## config.mk

```make
export PLATFORM = sky130hd
export DESIGN_NAME = mem_port_arbiter
export DESIGN_NICKNAME = d
export VERILOG_FILES = /design/src/rtl/mem_port_arbiter.sv
export SDC_FILE = /design/constraint.sdc
export NUM_CORES = 1
export LEC_CHECK = 0
export ABC_AREA = 1
export BUFFER_PORTS_ARGS = -buffer_cell sky130_fd_sc_hd__buf_2
export CAP_MARGIN = 5
export CELL_PAD_IN_SITES_DETAIL_PLACEMENT = 0
export CELL_PAD_IN_SITES_GLOBAL_PLACEMENT = 1
export CORE_MARGIN = 2
export CORE_UTILIZATION = 17
export DETAILED_ROUTE_END_ITERATION = 10
export PLACE_DENSITY = 0.89
export SLEW_MARGIN = 5
export SYNTH_ARGS = -nofsm -noshare
export SYNTH_HDL_FRONTEND = slang
export SYNTH_SLANG_ARGS = --single-unit
```

## constraint.sdc

```tcl
create_clock -name clock -period 2.2 [get_ports clock]
set_clock_uncertainty 0.15 [all_clocks]
set_input_delay 0.22 -clock clock [delete_from_list [all_inputs] [get_ports clock]]
set_output_delay 0.22 -clock clock [all_outputs]
set_load 0.005 [all_outputs]
```

## src/rtl/mem_port_arbiter.sv

```systemverilog
// rtl/mem_port_arbiter.sv - fetch/LSU arbiter for the single core memory port
module mem_port_arbiter #(
    parameter int STARVE_LIMIT   = 4,
    parameter int TIMEOUT_CYCLES = 255
) (
    input  logic        clock,
    input  logic        reset,
    input  logic        if_req_ip,
    input  logic [31:0] if_addr_ip,
    output logic        if_gnt_op,
    output logic        if_rvalid_op,
    output logic [31:0] if_rdata_op,
    input  logic        lsu_req_ip,
    input  logic        lsu_we_ip,
    input  logic [3:0]  lsu_be_ip,
    input  logic [31:0] lsu_addr_ip,
    input  logic [31:0] lsu_wdata_ip,
    output logic        lsu_gnt_op,
    output logic        lsu_rvalid_op,
    output logic [31:0] lsu_rdata_op,
    output logic        mem_req_op,
    output logic        mem_we_op,
    output logic [3:0]  mem_be_op,
    output logic [31:0] mem_addr_op,
    output logic [31:0] mem_wdata_op,
    input  logic        mem_gnt_ip,
    input  logic        mem_rvalid_ip,
    input  logic [31:0] mem_rdata_ip,
    output logic        timeout_err_op
);

    typedef enum logic [1:0] {S_IDLE, S_REQ_HOLD, S_WAIT_RESP} state_t;
    typedef enum logic [1:0] {OWN_NONE, OWN_FETCH, OWN_LSU} owner_t;

    localparam int             CW         = $clog2(TIMEOUT_CYCLES + 1);
    localparam logic [CW-1:0]  TO_MAX     = CW'(TIMEOUT_CYCLES);
    localparam logic [3:0]     STARVE_MAX = 4'(STARVE_LIMIT);

    state_t        state_q, state_d;
    owner_t        owner_q, owner_d;
    owner_t        arb_owner, cur_owner;
    logic [3:0]    starve_q;
    logic          contested_q;
    logic [CW-1:0] to_cnt_q;
    logic          both_req, cur_contested, grant, resp, timeout_hit;

    // Arbitration and per-cycle event decode shared by all processes
    always_comb begin
        both_req = if_req_ip & lsu_req_ip;
        if (if_req_ip && (!lsu_req_ip || starve_q == STARVE_MAX))
            arb_owner = OWN_FETCH;
        else if (lsu_req_ip)
            arb_owner = OWN_LSU;
        else
            arb_owner = OWN_NONE;
        cur_owner     = (state_q == S_IDLE) ? arb_owner : owner_q;
        cur_contested = (state_q == S_IDLE) ? both_req : contested_q;
        grant         = mem_gnt_ip && ((state_q == S_IDLE && arb_owner != OWN_NONE)
                                       || state_q == S_REQ_HOLD);
        resp          = (state_q == S_WAIT_RESP) && mem_rvalid_ip;
        // A response in the timeout cycle wins over the error
        timeout_hit   = (state_q == S_WAIT_RESP) && !mem_rvalid_ip && (to_cnt_q == TO_MAX);
    end

    // State and owner registers
    always_ff @(posedge clock or posedge reset) begin
        if (reset) begin
            state_q <= S_IDLE;
            owner_q <= OWN_NONE;
        end else begin
            state_q <= state_d;
            owner_q <= owner_d;
        end
    end

    // Next-state logic
    always_comb begin
        state_d = state_q;
        owner_d = owner_q;
        case (state_q)
            S_IDLE: begin
                if (arb_owner != OWN_NONE) begin
                    owner_d = arb_owner;
                    state_d = mem_gnt_ip ? S_WAIT_RESP : S_REQ_HOLD;
                end
            end
            S_REQ_HOLD: begin
                if (mem_gnt_ip)
                    state_d = S_WAIT_RESP;
            end
            S_WAIT_RESP: begin
                if (resp || timeout_hit) begin
                    state_d = S_IDLE;
                    owner_d = OWN_NONE;
                end
            end
            default: begin
                state_d = S_IDLE;
                owner_d = OWN_NONE;
            end
        endcase
    end

    // Starvation counter, contention flag and response timeout counter
    always_ff @(posedge clock or posedge reset) begin
        if (reset) begin
            starve_q    <= 4'd0;
            contested_q <= 1'b0;
            to_cnt_q    <= '0;
        end else begin
            if (state_q == S_IDLE)
                contested_q <= both_req;
            if (state_q == S_WAIT_RESP)
                to_cnt_q <= to_cnt_q + 1'b1;
            else
                to_cnt_q <= '0;
            if (grant) begin
                if (cur_owner == OWN_FETCH)
                    starve_q <= 4'd0;
                else if (cur_contested && starve_q != STARVE_MAX)
                    starve_q <= starve_q + 4'd1;
            end
        end
    end

    // Outputs; everything is forced low while reset is asserted
    always_comb begin
        if_gnt_op      = 1'b0;
        if_rvalid_op   = 1'b0;
        if_rdata_op    = 32'd0;
        lsu_gnt_op     = 1'b0;
        lsu_rvalid_op  = 1'b0;
        lsu_rdata_op   = 32'd0;
        mem_req_op     = 1'b0;
        mem_we_op      = 1'b0;
        mem_be_op      = 4'd0;
        mem_addr_op    = 32'd0;
        mem_wdata_op   = 32'd0;
        timeout_err_op = 1'b0;
        if (!reset) begin
            case (state_q)
                S_IDLE, S_REQ_HOLD: begin
                    if (cur_owner == OWN_FETCH) begin
                        mem_req_op  = 1'b1;
                        mem_be_op   = 4'hF;
                        mem_addr_op = if_addr_ip;
                        if_gnt_op   = mem_gnt_ip;
                    end else if (cur_owner == OWN_LSU) begin
                        mem_req_op   = 1'b1;
                        mem_we_op    = lsu_we_ip;
                        mem_be_op    = lsu_be_ip;
                        mem_addr_op  = lsu_addr_ip;
                        mem_wdata_op = lsu_wdata_ip;
                        lsu_gnt_op   = mem_gnt_ip;
                    end
                end
                S_WAIT_RESP: begin
                    if (mem_rvalid_ip) begin
                        if (owner_q == OWN_FETCH) begin
                            if_rvalid_op = 1'b1;
                            if_rdata_op  = mem_rdata_ip;
                        end else if (owner_q == OWN_LSU) begin
                            lsu_rvalid_op = 1'b1;
                            lsu_rdata_op  = mem_rdata_ip;
                        end
                    end
                    timeout_err_op = timeout_hit;
                end
                default: begin
                end
            endcase
        end
    end

endmodule
```

=== Word level (Yosys, flattened, before mapping) ===
Cells that the tools add are included.

* Input bits: 139
* Register bits: 17

* Add/subtract/negate cells: 2
* Multiplexer cells: 61
* Bitwise gates (word level): 2
* Reduce and logical (&&, ||, !) cells: 19
* Equality and inequality tests: 12

{| class="wikitable"
|+ Operator list
! cell !! count
|-
| $mux W32 || 17
|-
| $mux W1 || 27
|-
| $mux W4 || 6
|-
| $mux W2 || 8
|-
| $pmux W2 S3 || 2
|-
| $add A8 B1 Y8 const B || 1
|-
| $eq A8 B8 Y1 const B || 1
|-
| $mux W8 || 1
|-
| $logic_and A1 B1 Y1 || 7
|-
| $eq A2 B1 Y1 const B || 3
|-
| $eq A2 B2 Y1 const B || 3
|-
| $reduce_and A3 Y1 || 2
|-
| $add A4 B1 Y4 const B || 1
|-
| $eq A4 B3 Y1 const B || 1
|-
| $ne A2 B1 Y1 const B || 2
|-
| $ne A4 B3 Y1 const B || 1
|-
| $reduce_bool A2 Y1 || 2
|-
| $logic_or A1 B1 Y1 || 3
|-
| $logic_not A1 Y1 || 2
|-
| $logic_not A2 Y1 || 1
|-
| $ne A2 B2 Y1 const B || 1
|-
| $reduce_and A2 Y1 || 1
|-
| $reduce_or A2 Y1 || 1
|-
| $and A1 B1 Y1 || 1
|-
| $not A1 Y1 || 1
|}

=== Depth between registers and ports, before layout ===
Gate-level depths: netlist of run 1.

* Depth in word-level cells: 10
* Depth in mapped cells: 15
* Mapped depth without buffers: 14

=== Worst setup path after synthesis of run 1 ===
OpenSTA, ideal clock, no wires.

* Kind: register -> output
* Start point: reg starve_q[0]
* End point: out mem_addr_op[10]
* Required time: 1.830 ns
* Setup slack: -0.180 ns
* Stages on the path, launching flop included: 15
* Arrival: 2.010 ns
* Path buffers: 2
* Cells stage by stage: dfrtp_1 inv_1 ha_1 nand3_1 nand2_1 nand2_1 nand3_1 o21ai_0 inv_1 ha_1 buf_2 nor2_2 buf_2 a22oi_1 nor2_1

* Word-level cells in the longest chain between the ends: 10
* Elaborated cells on any way between the ends: 11
* Classes of those cells: eq/ne (3); mux (6); reduce/logical (2)

{| class="wikitable"
|+ RTL lines
! element !! line !! RTL
|-
| from (decl) || 42 || <nowiki>logic [3:0] starve_q;</nowiki>
|-
| from (signal assigned) || 121 || <nowiki>starve_q <= starve_q + 4'd1;</nowiki>
|-
| $eq A4 B3 Y1 * || 50 || <nowiki>if (if_req_ip && (!lsu_req_ip || starve_q == STARVE_MAX))</nowiki>
|-
| $logic_or A1 B1 Y1 * || 50 ||
|-
| $logic_and A1 B1 Y1 * || 50 ||
|-
| $mux W2 * || 50 ||
|-
| $mux W2 * || 56 || <nowiki>cur_owner = (state_q == S_IDLE) ? arb_owner : owner_q;</nowiki>
|-
| $eq A2 B2 Y1 || 148 || <nowiki>end else if (cur_owner == OWN_LSU) begin</nowiki>
|-
| $mux W32 || 148 ||
|-
| $mux W32 * || 143 || <nowiki>if (cur_owner == OWN_FETCH) begin</nowiki>
|-
| $mux W32 * || 141 || <nowiki>case (state_q)</nowiki>
|-
| $mux W32 * || 140 || <nowiki>if (!reset) begin</nowiki>
|-
| to (decl) || 24 || <nowiki>output logic [31:0] mem_addr_op,</nowiki>
|}

Mark *: on every way between the ends. The rest lies on a longest branch, timed or not.

=== Worst setup path in the final report of run 1 ===
* Start point: reg starve_q[0]
* End point: out mem_addr_op[14]

The elaborated chain is that of the path after synthesis.

==> results of run 1 <==
[final cells by class]
type,count,area share
repair buffers,319,0.4094
clock buffers,4,0.01746
inverters,61,0.05211
flip-flops and latches,17,0.09424
multi-input cells,305,0.3792
well taps,172,0.04767
[cell usage in the layout, fill, tap and decap left out, types with 3 or more instances in the layout]
cell and n:
inv_1 53, nand2_2 3, buf_4 29, nand3_2 3, nand2_1 72, nor3_1 4
a22oi_2 27, buf_2 277, o21ai_0 4, nor2_2 6, a22oi_1 5, nor2_4 3
nand3_1 9, buf_16 3, buf_12 4, a21oi_1 3, dfrtp_1 17, clkbuf_16 4
nor2_1 143, inv_2 5, nand4_4 3, buf_6 5
[cells in the mapped netlist]
master / n
a21oi_2: 1
a21oi_1: 3
inv_2: 3
dfrtp_1: 17
nor2_1: 150
inv_1: 57
nand3_1: 12
nand2_1: 75
nand3b_1: 1
o21ai_0: 6
nor3_1: 6
buf_2: 11
nor2_2: 2
o21ai_1: 1
buf_6: 6
xnor2_1: 2
ha_1: 6
clkbuf_1: 6
and2_1: 1
nand4_4: 2
nand4_1: 1
nand2_2: 2
a22oi_1: 32
clkinv_1: 1
nor2_8: 1
[cell families (layout without fill, tap and decap cells)]
kind of cell | Yosys count | after routing | synth area share
and+or+nand+nor | 253 | 254 | 0.4667
AOI/OAI and AO/OA | 43 | 43 | 0.1339
buffers and inverters | 84 | 384 | 0.1675
xor gates and xnor gates | 2 | 2 | 0.007845
adders and majority gates | 6 | 6 | 0.03361
DFF | 17 | 17 | 0.1905
[metal layers]
metal | vias to the layer above | GRT usage | routed length, um
li1 | 1850 | - | -
met1 | 1608 | 0.1838 | 4812
met2 | 185 | 0.2687 | 5766
met3 | 5 | 0.02075 | 842
met4 | 0 | 0.02679 | 70
met5 | - | 0 | 0
[power breakdown]
group	switching, W	leakage (nW)	internal (W)
clock network	0.000125	0.0382	0.000246
registers	0.0000465	0.226	0.000385
logic	0.00142	2.48	0.00128
[flip-flops by register name (all words and copies together) (netlist names)]
register     cells
contested_q      1
owner_q          2
starve_q         4
state_q          2
to_cnt_q         8
[timing repair]
action,in CTS,in global routing
endpoints found under the hold margin,0,0
gates cloned,4,1
pin swaps,9,10
buffers inserted,7,15
endpoints found under the setup margin,77,107
resized for setup,51,15
[per-stage QoR]
stage / TNS (ns) / power, W / hold WS (ns) / util
6_report: -19.69 / 0.003505 / 0.02641 / 0.3548
3_5_place_dp: -3.826 / 0.002292 / 0.2876 / 0.3050
4_1_cts: -18.25 / 0.003225 / 0.02225 / 0.3385
5_1_grt: -32.05 / 0.003778 / 0.03423 / 0.3548
2_1_floorplan: -0.8063 / 0.001596 / 0.06008 / -
3_3_place_gp: -2.045 / 0.002288 / 0.2805 / 0.3050
[worst max-delay path by stage]
stage / cells after the start / from / endpoint / slack (ns)
after floorplan: 14 / starve_q[0] / mem_addr_op[21] / -0.02
after global placement: 13 / starve_q[1] / mem_be_op[2] / -0.09
after detailed placement: 14 / starve_q[1] / mem_addr_op[11] / -0.14
after CTS: 15 / starve_q[0] / mem_addr_op[9] / -0.33
after global routing: 15 / starve_q[1] / mem_addr_op[9] / -0.50
final: 15 / starve_q[0] / mem_addr_op[14] / -0.34
==> impl_metrics.yaml, run 1 <==
synth:
  synth_top_area_cell: "nor2_1"
  synth-seq-cells: 17
  synthCells: 405
  synthesis.nets: 550
  synthTopCellsByArea: "nor2_1 25%, dfrtp_1 19%, nand2_1 13%"
  synth_area_per_cell_sq_um: 5.515
  synth.distinct_cells: 25
  syn_area_sq_um: 2233
  seq_area_frac_synth: 0.1905
  ys_warn_count: 0
  yosysTopAreaCellShare: 0.2521
drt:
  wl_per_cell_um: 13.09
  drcViolationCount: 0
  drt_iter0_markers: 184
  drt-pass1-iter-count: 4
  routed_via_density: 4.155
  drt-total-wl_um: 11490
  vias: 3648
  antenna_left: 0
worst_hold_path:
  hp-class: "input port to flop"
  holdPathEnd: "state_q[0]"
  whs_path_depth: 2
  hp-start: "mem_gnt_ip"
final_layout:
  final_cells: 878
  area_growth_syn_to_layout_pct: 102.1
  drive_gt1_frac: 0.5467
  diodes: 0
  fill_cells: 1392
  final_area_sq_um: 4514
  multi_input_area_sq_um: 1712
  register_area_sq_um: 425.4
  nNetsFinal: 852
grt:
  antenna_found_initial: 0
  grtUsageTotal: 0.1471
  grt_overflow: 0
  grt_pass1_wl_um: 17030
  grt_pass1_vias: 3423
  grt_max_degree: 38
outcome:
  violations: "setup timing"
  status: "finished, violations left"
timing:
  fmax_mhz: 394.4
  rsz0062_at_grt: "yes"
  hold_viol: 0
  post-route-period-util: 1.152
  slew_viol_final: 0
  relSlewSlack: 0.7569
  tightest_slew_ns: 0.3647
  period_minus_slack_ns: 2.535
  worst_slack_ns: -0.3353
  finalSetupViolCount: 71
worst_setup_path:
  critical_path_class: "flop to output port"
  crit_arrival_ns: 2.17
  r2r_slack_ns: 0.02
  timing.critical_path.buf_inv: 5
  r2r-start: "starve_q[0]"
  end_kind: "output port"
  rr_worst_depth: 15
  crit_family: "simple AND/OR/NAND/NOR gates"
  cp_slowest_cell: "dfrtp_1"
  crit_path_start_kind: "flop"
  max_stage_delay_ns: 0.34
  crit_chain: "inv_1 > ha_2 > nand3_2 > nand2_2 > nand2_2 > nand3_2 > o21ai_2 > ha_2 > inv_2 > nor2_4 > buf_6 > buf_12 > a22oi_1 > nor2_1 > buf_2"
  rr_endpoint: "starve_q[2]"
  crit_fanout: 8
  crit_required_ns: 1.83
clock_tree:
  cts.htree.levels: 1
  cts.clk_slew.worst_paths_ns: 0.05
  cts_tree: "built"
  holdBufCountCts: 0
  numCtsBuffers: 3
  clockBufferDepth: 2
  insertion_delay_ns: 0.25
  root_buffer: "clkbuf_16"
  cts_sinks: 17
floorplanning:
  chipHeight_um: 118.6
  start_util: 0.1756
  die-area_sq_um: 14070
  coreArea_sq_um: 12720
  rows: 41
  die_x_um: 118.6
  ioPinCount: 278
placement:
  dp_worst_setup_slack_ns: -0.1439
  dpl-instance-area_sq_um: 3880
  placed_cells: 849
  portBuffers: 277
  hpwl_um: 8238
  gp_congestion: 0.7728
flow_run:
  max_cap_violations: 0
power:
  vdd_drop_max_v: 0.0004554
  leakage_nw: 2.743
  power_density_nw_per_um2: 776.4
(Power assumes the default switching activity.)
==> inputs of run 2 (changes only) <==
--- a/config.mk
+++ b/config.mk
@@ -5,13 +5,12 @@
 export SDC_FILE = /design/constraint.sdc
 export NUM_CORES = 1
 export LEC_CHECK = 0
-export ABC_AREA = 1
 export BUFFER_PORTS_ARGS = -buffer_cell sky130_fd_sc_hd__buf_2
 export CAP_MARGIN = 5
 export CELL_PAD_IN_SITES_DETAIL_PLACEMENT = 0
 export CELL_PAD_IN_SITES_GLOBAL_PLACEMENT = 1
 export CORE_MARGIN = 2
-export CORE_UTILIZATION = 17
+export CORE_UTILIZATION = 18
 export DETAILED_ROUTE_END_ITERATION = 10
 export PLACE_DENSITY = 0.89
 export SLEW_MARGIN = 5
==> impl_metrics.yaml, run 2 <==
synth:
  synth_top_family_by_area: "simple AND/OR/NAND/NOR gates"
  synth_compound_area_frac: 0.1268
  synthTopCellsByArea: "and2_1 27%, dfrtp_1 18%, nor2_1 13%"
  syn_area_sq_um: 2310
  synth_fa_ha_area_frac: 0.03250
  synthTopCellsByCount: "99 x and2_1, 80 x nor2_1, 40 x nand2_1"
  synthesis.nets: 509
  synthCells: 364
  synth_xor_area_frac: 0.01896
  synth-simple-area-share: 0.5515
  async_flop_share: 1.000
  synth_area_per_cell_sq_um: 6.345
  synthMuxAreaShare: 0.009209
  yosysTopAreaCellShare: 0.2681
  synth.distinct_cells: 38
  seq_area_frac_synth: 0.1842
  synthFlopType: "dfrtp_1"
  ys_warn_count: 0
  synth-seq-cells: 17
  synth_top_area_cell: "and2_1"
  synth-edff-count: 0
  yosysMostFrequentCell: "and2_1"
final_layout:
  largest_register: "to_cnt_q"
  largestRegisters: "to_cnt_q x8, starve_q x4"
  largest_reg_flops: 8
  final_cell_mix: "222 x buf_2, 66 x buf_6, 59 x nor2_1, 53 x and2_4, 46 x and2_1"
  nNetsFinal: 832
  area_growth_syn_to_layout_pct: 141.8
  layout_commonest_cell: "buf_2"
  drive_gt1_frac: 0.6749
drt:
  antenna_left: 0
  drcViolationCount: 0
  routed_via_density: 4.295
  vias: 3698
  wl_per_cell_um: 15.42
  drt-pass1-iter-count: 4
  drt_iter0_markers: 118
  drt-total-wl_um: 13280
worst_setup_path:
  timing.critical_path.buf_inv: 5
  crit_path_start_kind: "flop"
  crit_required_ns: 1.83
  crit_chain: "inv_2 > ha_4 > and3b_2 > a211o_1 > nand2_2 > inv_2 > ha_4 > buf_4 > buf_12 > nor2_4 > a21oi_1 > nor2_1 > buf_2"
  critical_path_class: "flop to output port"
  crit_family: "buffers and inverters"
  crit_arrival_ns: 2.38
  crit_fanout: 8
  end_kind: "output port"
  max_stage_delay_ns: 0.36
  cp_slowest_cell: "dfrtp_1"
power:
  seq_power_share: 0.148
  vdd_drop_max_v: 0.0002441
  combPwrFrac: 0.714
  swShare: 0.3901
  switching_power_w: 0.001067
  power_frac_clock: 0.138
  leakage_nw: 2.973
  power_density_nw_per_um2: 490.0
  p_int_w: 0.001669
placement:
  gp_congestion: 0.7566
  portBuffers: 277
  hpwl_um: 9055
timing:
  relSlewSlack: 0.7274
  tns_ns: -58.95
  tightest_slew_ns: 0.4088
  slew_viol_final: 0
  post-route-period-util: 1.250
  finalSetupViolCount: 141
  worst_slack_ns: -0.5497
  hold_viol: 0
  rsz0062_at_grt: "yes"
  period_minus_slack_ns: 2.750
  whs_ns: 0.08752
  fmax_mhz: 363.7
clock_tree:
  cts_sinks: 17
  root_buffer: "clkbuf_16"
  insertion_delay_ns: 0.25
  clockBufferDepth: 2
  cts_tree: "built"
  numCtsBuffers: 3
  cts.clk_slew.worst_paths_ns: 0.05
  cts.htree.levels: 1
grt:
  grt_overflow: 0
  antenna_found_initial: 3
  grtUsageTotal: 0.1531
  grt_max_degree: 35
  grt_pass1_wl_um: 15960
  grt_pass1_vias: 2951
outcome:
  violations: "setup timing"
  status: "finished, violations left"
floorplanning:
  die-area_sq_um: 13750
  ioPinCount: 278
  die_x_um: 117.3
  chipHeight_um: 117.3
  rows: 41
  start_util: 0.1838
  coreArea_sq_um: 12570
flow_run:
  max_cap_violations: 0
worst_hold_path:
  hp-class: "input port to flop"
==> run 2: power by group through the flow <==
stage	Clock (W)	Sequential [W]	Combinational, W
floorplan	0	0.000420	0.000717
global placement	0	0.000405	0.00125
detailed placement	0	0.000410	0.00126
CTS	0.000381	0.000405	0.00148
global route	0.000392	0.000414	0.00214
finish	0.000378	0.000406	0.00195
==> run 2: final cells by class <==
type / count / area, sq um
Inverter: 9 / 33.78
Tap cell: 172 / 215.2
Timing Repair Buffer: 344 / 2683
Clock inverter: 1 / 7.507
Antenna cell: 3 / 7.507
Sequential cell: 17 / 425.4
Clock buffer: 3 / 75.07
Multi-Input combinational cell: 312 / 2137
Fill cell: 1212 / 6984
==> run 2: worst reg2reg max path: cells and delay by family (launching register included) <==
family / cells / cell delay [ns]
buf+inv: 5 / 0.54
mux: 1 / 0.32
fa+ha+maj: 2 / 0.34
flops: 1 / 0.36
simple gates: 2 / 0.32
compound gates: 2 / 0.44
==> run 2: stage by stage <==
stage                     utilization  total power, W  cells  worst slack (ns)  area [sq um]
after floorplan                     -        0.001137    364           -0.1782          2390
after global placement         0.3227        0.001659    816           -0.2659          4056
after detailed placement       0.3227        0.001671    816           -0.3146          4056
after CTS                      0.3612        0.002271    833           -0.5441          4539
after global routing           0.4439        0.002943    859           -0.6811          5579
final                          0.4443        0.002736    861           -0.5497          5584
==> run 2: metal layers <==
metal	GRT usage	up-vias	share of wire
met4	0.02118	0	0.018
met1	0.1640	1662	0.36
met5	0	-	0
met2	0.3142	197	0.54
li1	-	1816	-
met3	0.02678	23	0.081
==> run 2: final timing paths <==
kind,from,endpoint,slack (ns),cells past startpoint
min in group asynchronous,reset,owner_q[1],0.44,4
worst min register to register,to_cnt_q[0],to_cnt_q[0],0.33,1
worst min-delay path,mem_gnt_ip,state_q[0],0.09,2
worst max register to register,starve_q[1],starve_q[0],-0.39,12
worst max-delay path,starve_q[1],mem_addr_op[19],-0.55,13
max in group asynchronous,reset,to_cnt_q[3],1.28,4
==> run 2: what timing repair did <==
action                     CTS  global route
gates resized for setup     28           190
setup buffers                4            21
pin swaps                   17            57
setup endpoints to repair  142           143
hold buffers                 1             0
hold endpoints to repair    17             0
cloned                       8             7
==> run 2: kinds of logic after synthesis <==
kind of cell               Yosys count
and+or+nand+nor                    246
AOI/OAI and AO/OA                   53
buffers and inverters               35
DFF                                 17
adders and majority gates            6
xor gates and xnor gates             5
muxes                                2
==> inputs of run 3 (changes only) <==
--- a/config.mk
+++ b/config.mk
@@ -5,14 +5,14 @@
 export SDC_FILE = /design/constraint.sdc
 export NUM_CORES = 1
 export LEC_CHECK = 0
-export BUFFER_PORTS_ARGS = -buffer_cell sky130_fd_sc_hd__buf_2
+export BUFFER_PORTS_ARGS = -buffer_cell sky130_fd_sc_hd__buf_4
 export CAP_MARGIN = 5
 export CELL_PAD_IN_SITES_DETAIL_PLACEMENT = 0
 export CELL_PAD_IN_SITES_GLOBAL_PLACEMENT = 1
 export CORE_MARGIN = 2
 export CORE_UTILIZATION = 18
 export DETAILED_ROUTE_END_ITERATION = 10
-export PLACE_DENSITY = 0.89
+export PLACE_DENSITY_LB_ADDON = 0.05
 export SLEW_MARGIN = 5
 export SYNTH_ARGS = -nofsm -noshare
 export SYNTH_HDL_FRONTEND = slang
==> impl_metrics.yaml, run 3 (synthesis gave the netlist of run 2 again) <==
grt:
  antenna_found_initial: 0
  grtUsageTotal: 0.1634
  grt_pass1_wl_um: 17480
  grt_pass1_vias: 3345
  grt_overflow: 0
  grt_max_degree: 39
drt:
  antenna_left: 0
  drt-pass1-iter-count: 4
  wl_per_cell_um: 16.33
  routed_via_density: 4.343
  drt_iter0_markers: 86
  drt-total-wl_um: 14010
  vias: 3726
  drcViolationCount: 0
worst_hold_path:
  hp-class: "input port to flop"
  hp-start: "mem_gnt_ip"
  whs_path_depth: 2
power:
  combPwrFrac: 0.718
  power_density_nw_per_um2: 445.2
  switching_power_w: 0.0009956
  swShare: 0.3661
  leakage_nw: 3.087
  power_frac_clock: 0.131
  seq_power_share: 0.150
  vdd_drop_max_v: 0.0002102
  p_int_w: 0.001724
placement:
  hpwl_um: 9920
  gp_congestion: 0.8271
  portBuffers: 277
clock_tree:
  cts_sinks: 17
  numCtsBuffers: 3
  cts.htree.levels: 1
  cts.clk_slew.worst_paths_ns: 0.05
  root_buffer: "clkbuf_16"
  insertion_delay_ns: 0.24
  clockBufferDepth: 2
  cts_tree: "built"
timing:
  relSlewSlack: 0.6853
  tns_ns: -49.56
  worst_slack_ns: -0.5423
  slew_viol_final: 0
  hold_viol: 0
  tightest_slew_ns: 0.4721
  period_minus_slack_ns: 2.742
  rsz0062_at_grt: "yes"
  fmax_mhz: 364.7
  finalSetupViolCount: 142
  post-route-period-util: 1.246
  whs_ns: 0.05656
final_layout:
  layout_commonest_cell: "buf_4"
  largestRegisters: "to_cnt_q x8, starve_q x4"
  nNetsFinal: 832
  final_core_util: 0.4860
  drive_gt1_frac: 0.7070
  diodes: 0
  area_growth_syn_to_layout_pct: 164.5
  final_cell_mix: "214 x buf_4, 114 x buf_6, 89 x and2_4, 63 x nor2_1, 38 x nand2_1"
  fill_cells: 1245
  largest_reg_flops: 8
  register_area_sq_um: 425.4
  largest_register: "to_cnt_q"
  multi_input_area_sq_um: 2120
outcome:
  violations: "setup timing"
  status: "finished, violations left"
worst_setup_path:
  crit_fanout: 6
  cp_common_cell: "buf_6"
  crit_chain: "inv_2 > ha_4 > and3b_2 > a211o_1 > nand2_2 > inv_2 > ha_4 > nor3b_4 > buf_6 > buf_6 > and2_4 > buf_6"
  crit_required_ns: 1.83
  r2r-start: "starve_q[1]"
  end_kind: "output port"
  max_stage_delay_ns: 0.36
  cp_slowest_cell: "dfrtp_1"
  crit_path_start_kind: "flop"
  critical_path_class: "flop to output port"
  rr_worst_depth: 12
  crit_arrival_ns: 2.37
  critPathLaunch: "starve_q[1]"
floorplanning:
  die-area_sq_um: 13750
  coreArea_sq_um: 12570
  rows: 41
  chipHeight_um: 117.3
  die_x_um: 117.3
  ioPinCount: 278
  start_util: 0.1838
flow_run:
  max_cap_violations: 0
## run 3: cell types whose count changed in the layout (fill, tap and decap cells not counted), sizes merged
cell / previous run / this run
clkbuf: 10 / 8
clkinvlp: 1 / 0
buf: 336 / 339
diode: 3 / 0
## run 3: power groups by stage
stage,combinational [W],sequential [W],clock [W]
after floorplan,0.000717,0.000420,0
after global placement,0.00144,0.000409,0
after detailed placement,0.00143,0.000408,0
after CTS,0.00171,0.000407,0.000372
after global routing,0.00214,0.000417,0.000380
final,0.00195,0.000409,0.000357
## run 3: worst paths after layout
kind                                    end  slack [ns]
setup / recovery           mem_wdata_op[18]       -0.54
hold / removal                   state_q[0]        0.06
setup reg to reg                starve_q[0]       -0.33
hold reg to reg                 to_cnt_q[0]        0.33
max in group asynchronous       starve_q[3]        1.24
min in group asynchronous        owner_q[1]        0.46
## run 3: metal layers
layer  share of wire  vias to the layer above  track usage
li1                -                     1809            -
met1            0.37                     1704       0.1895
met2            0.53                      192       0.3088
met3           0.084                       21      0.03347
met4           0.019                        0      0.03294
met5               0                        -            0
## run 3: metrics by stage
| stage | power, W | cell area, sq um | setup slack, ns | cells |
|---|---|---|---|---|
| 6_report | 0.002720 | 6108 | -0.5423 | 858 |
| 5_1_grt | 0.002932 | 6108 | -0.6442 | 858 |
| 4_1_cts | 0.002491 | 5264 | -0.5333 | 842 |
| 3_5_place_dp | 0.001843 | 4770 | -0.2923 | 817 |
| 3_3_place_gp | 0.001845 | 4770 | -0.2977 | 817 |
| 2_1_floorplan | 0.001137 | 2390 | -0.1782 | 364 |
## run 3: worst max-delay path, delay by kind of cell, from the launching register on
| family | cells | cell delay, ns |
|---|---|---|
| DFF | 1 | 0.36 |
| adders and majority gates | 2 | 0.32 |
| AOI/OAI and AO/OA | 1 | 0.29 |
| buffers and inverters | 5 | 0.50 |
| and+or+nand+nor | 4 | 0.64 |
## run 3: area by class of cell
cell class,instances,share of cell area
Clock buffer,4,0.01290
Inverter,9,0.005531
Multi-Input combinational cell,312,0.3470
Sequential cell,17,0.06964
Tap cell,172,0.03523
Timing Repair Buffer,344,0.5297
## run 3: timing repair
action / 4_1_cts / 5_1_grt
endpoints found under the setup margin: 141 / 143
endpoints found under the hold margin: 17 / 0
hold buffers: 1 / 0
gates cloned: 6 / 9
buffers inserted: 16 / 13
gates resized for setup: 37 / 230
pin swaps: 11 / 94
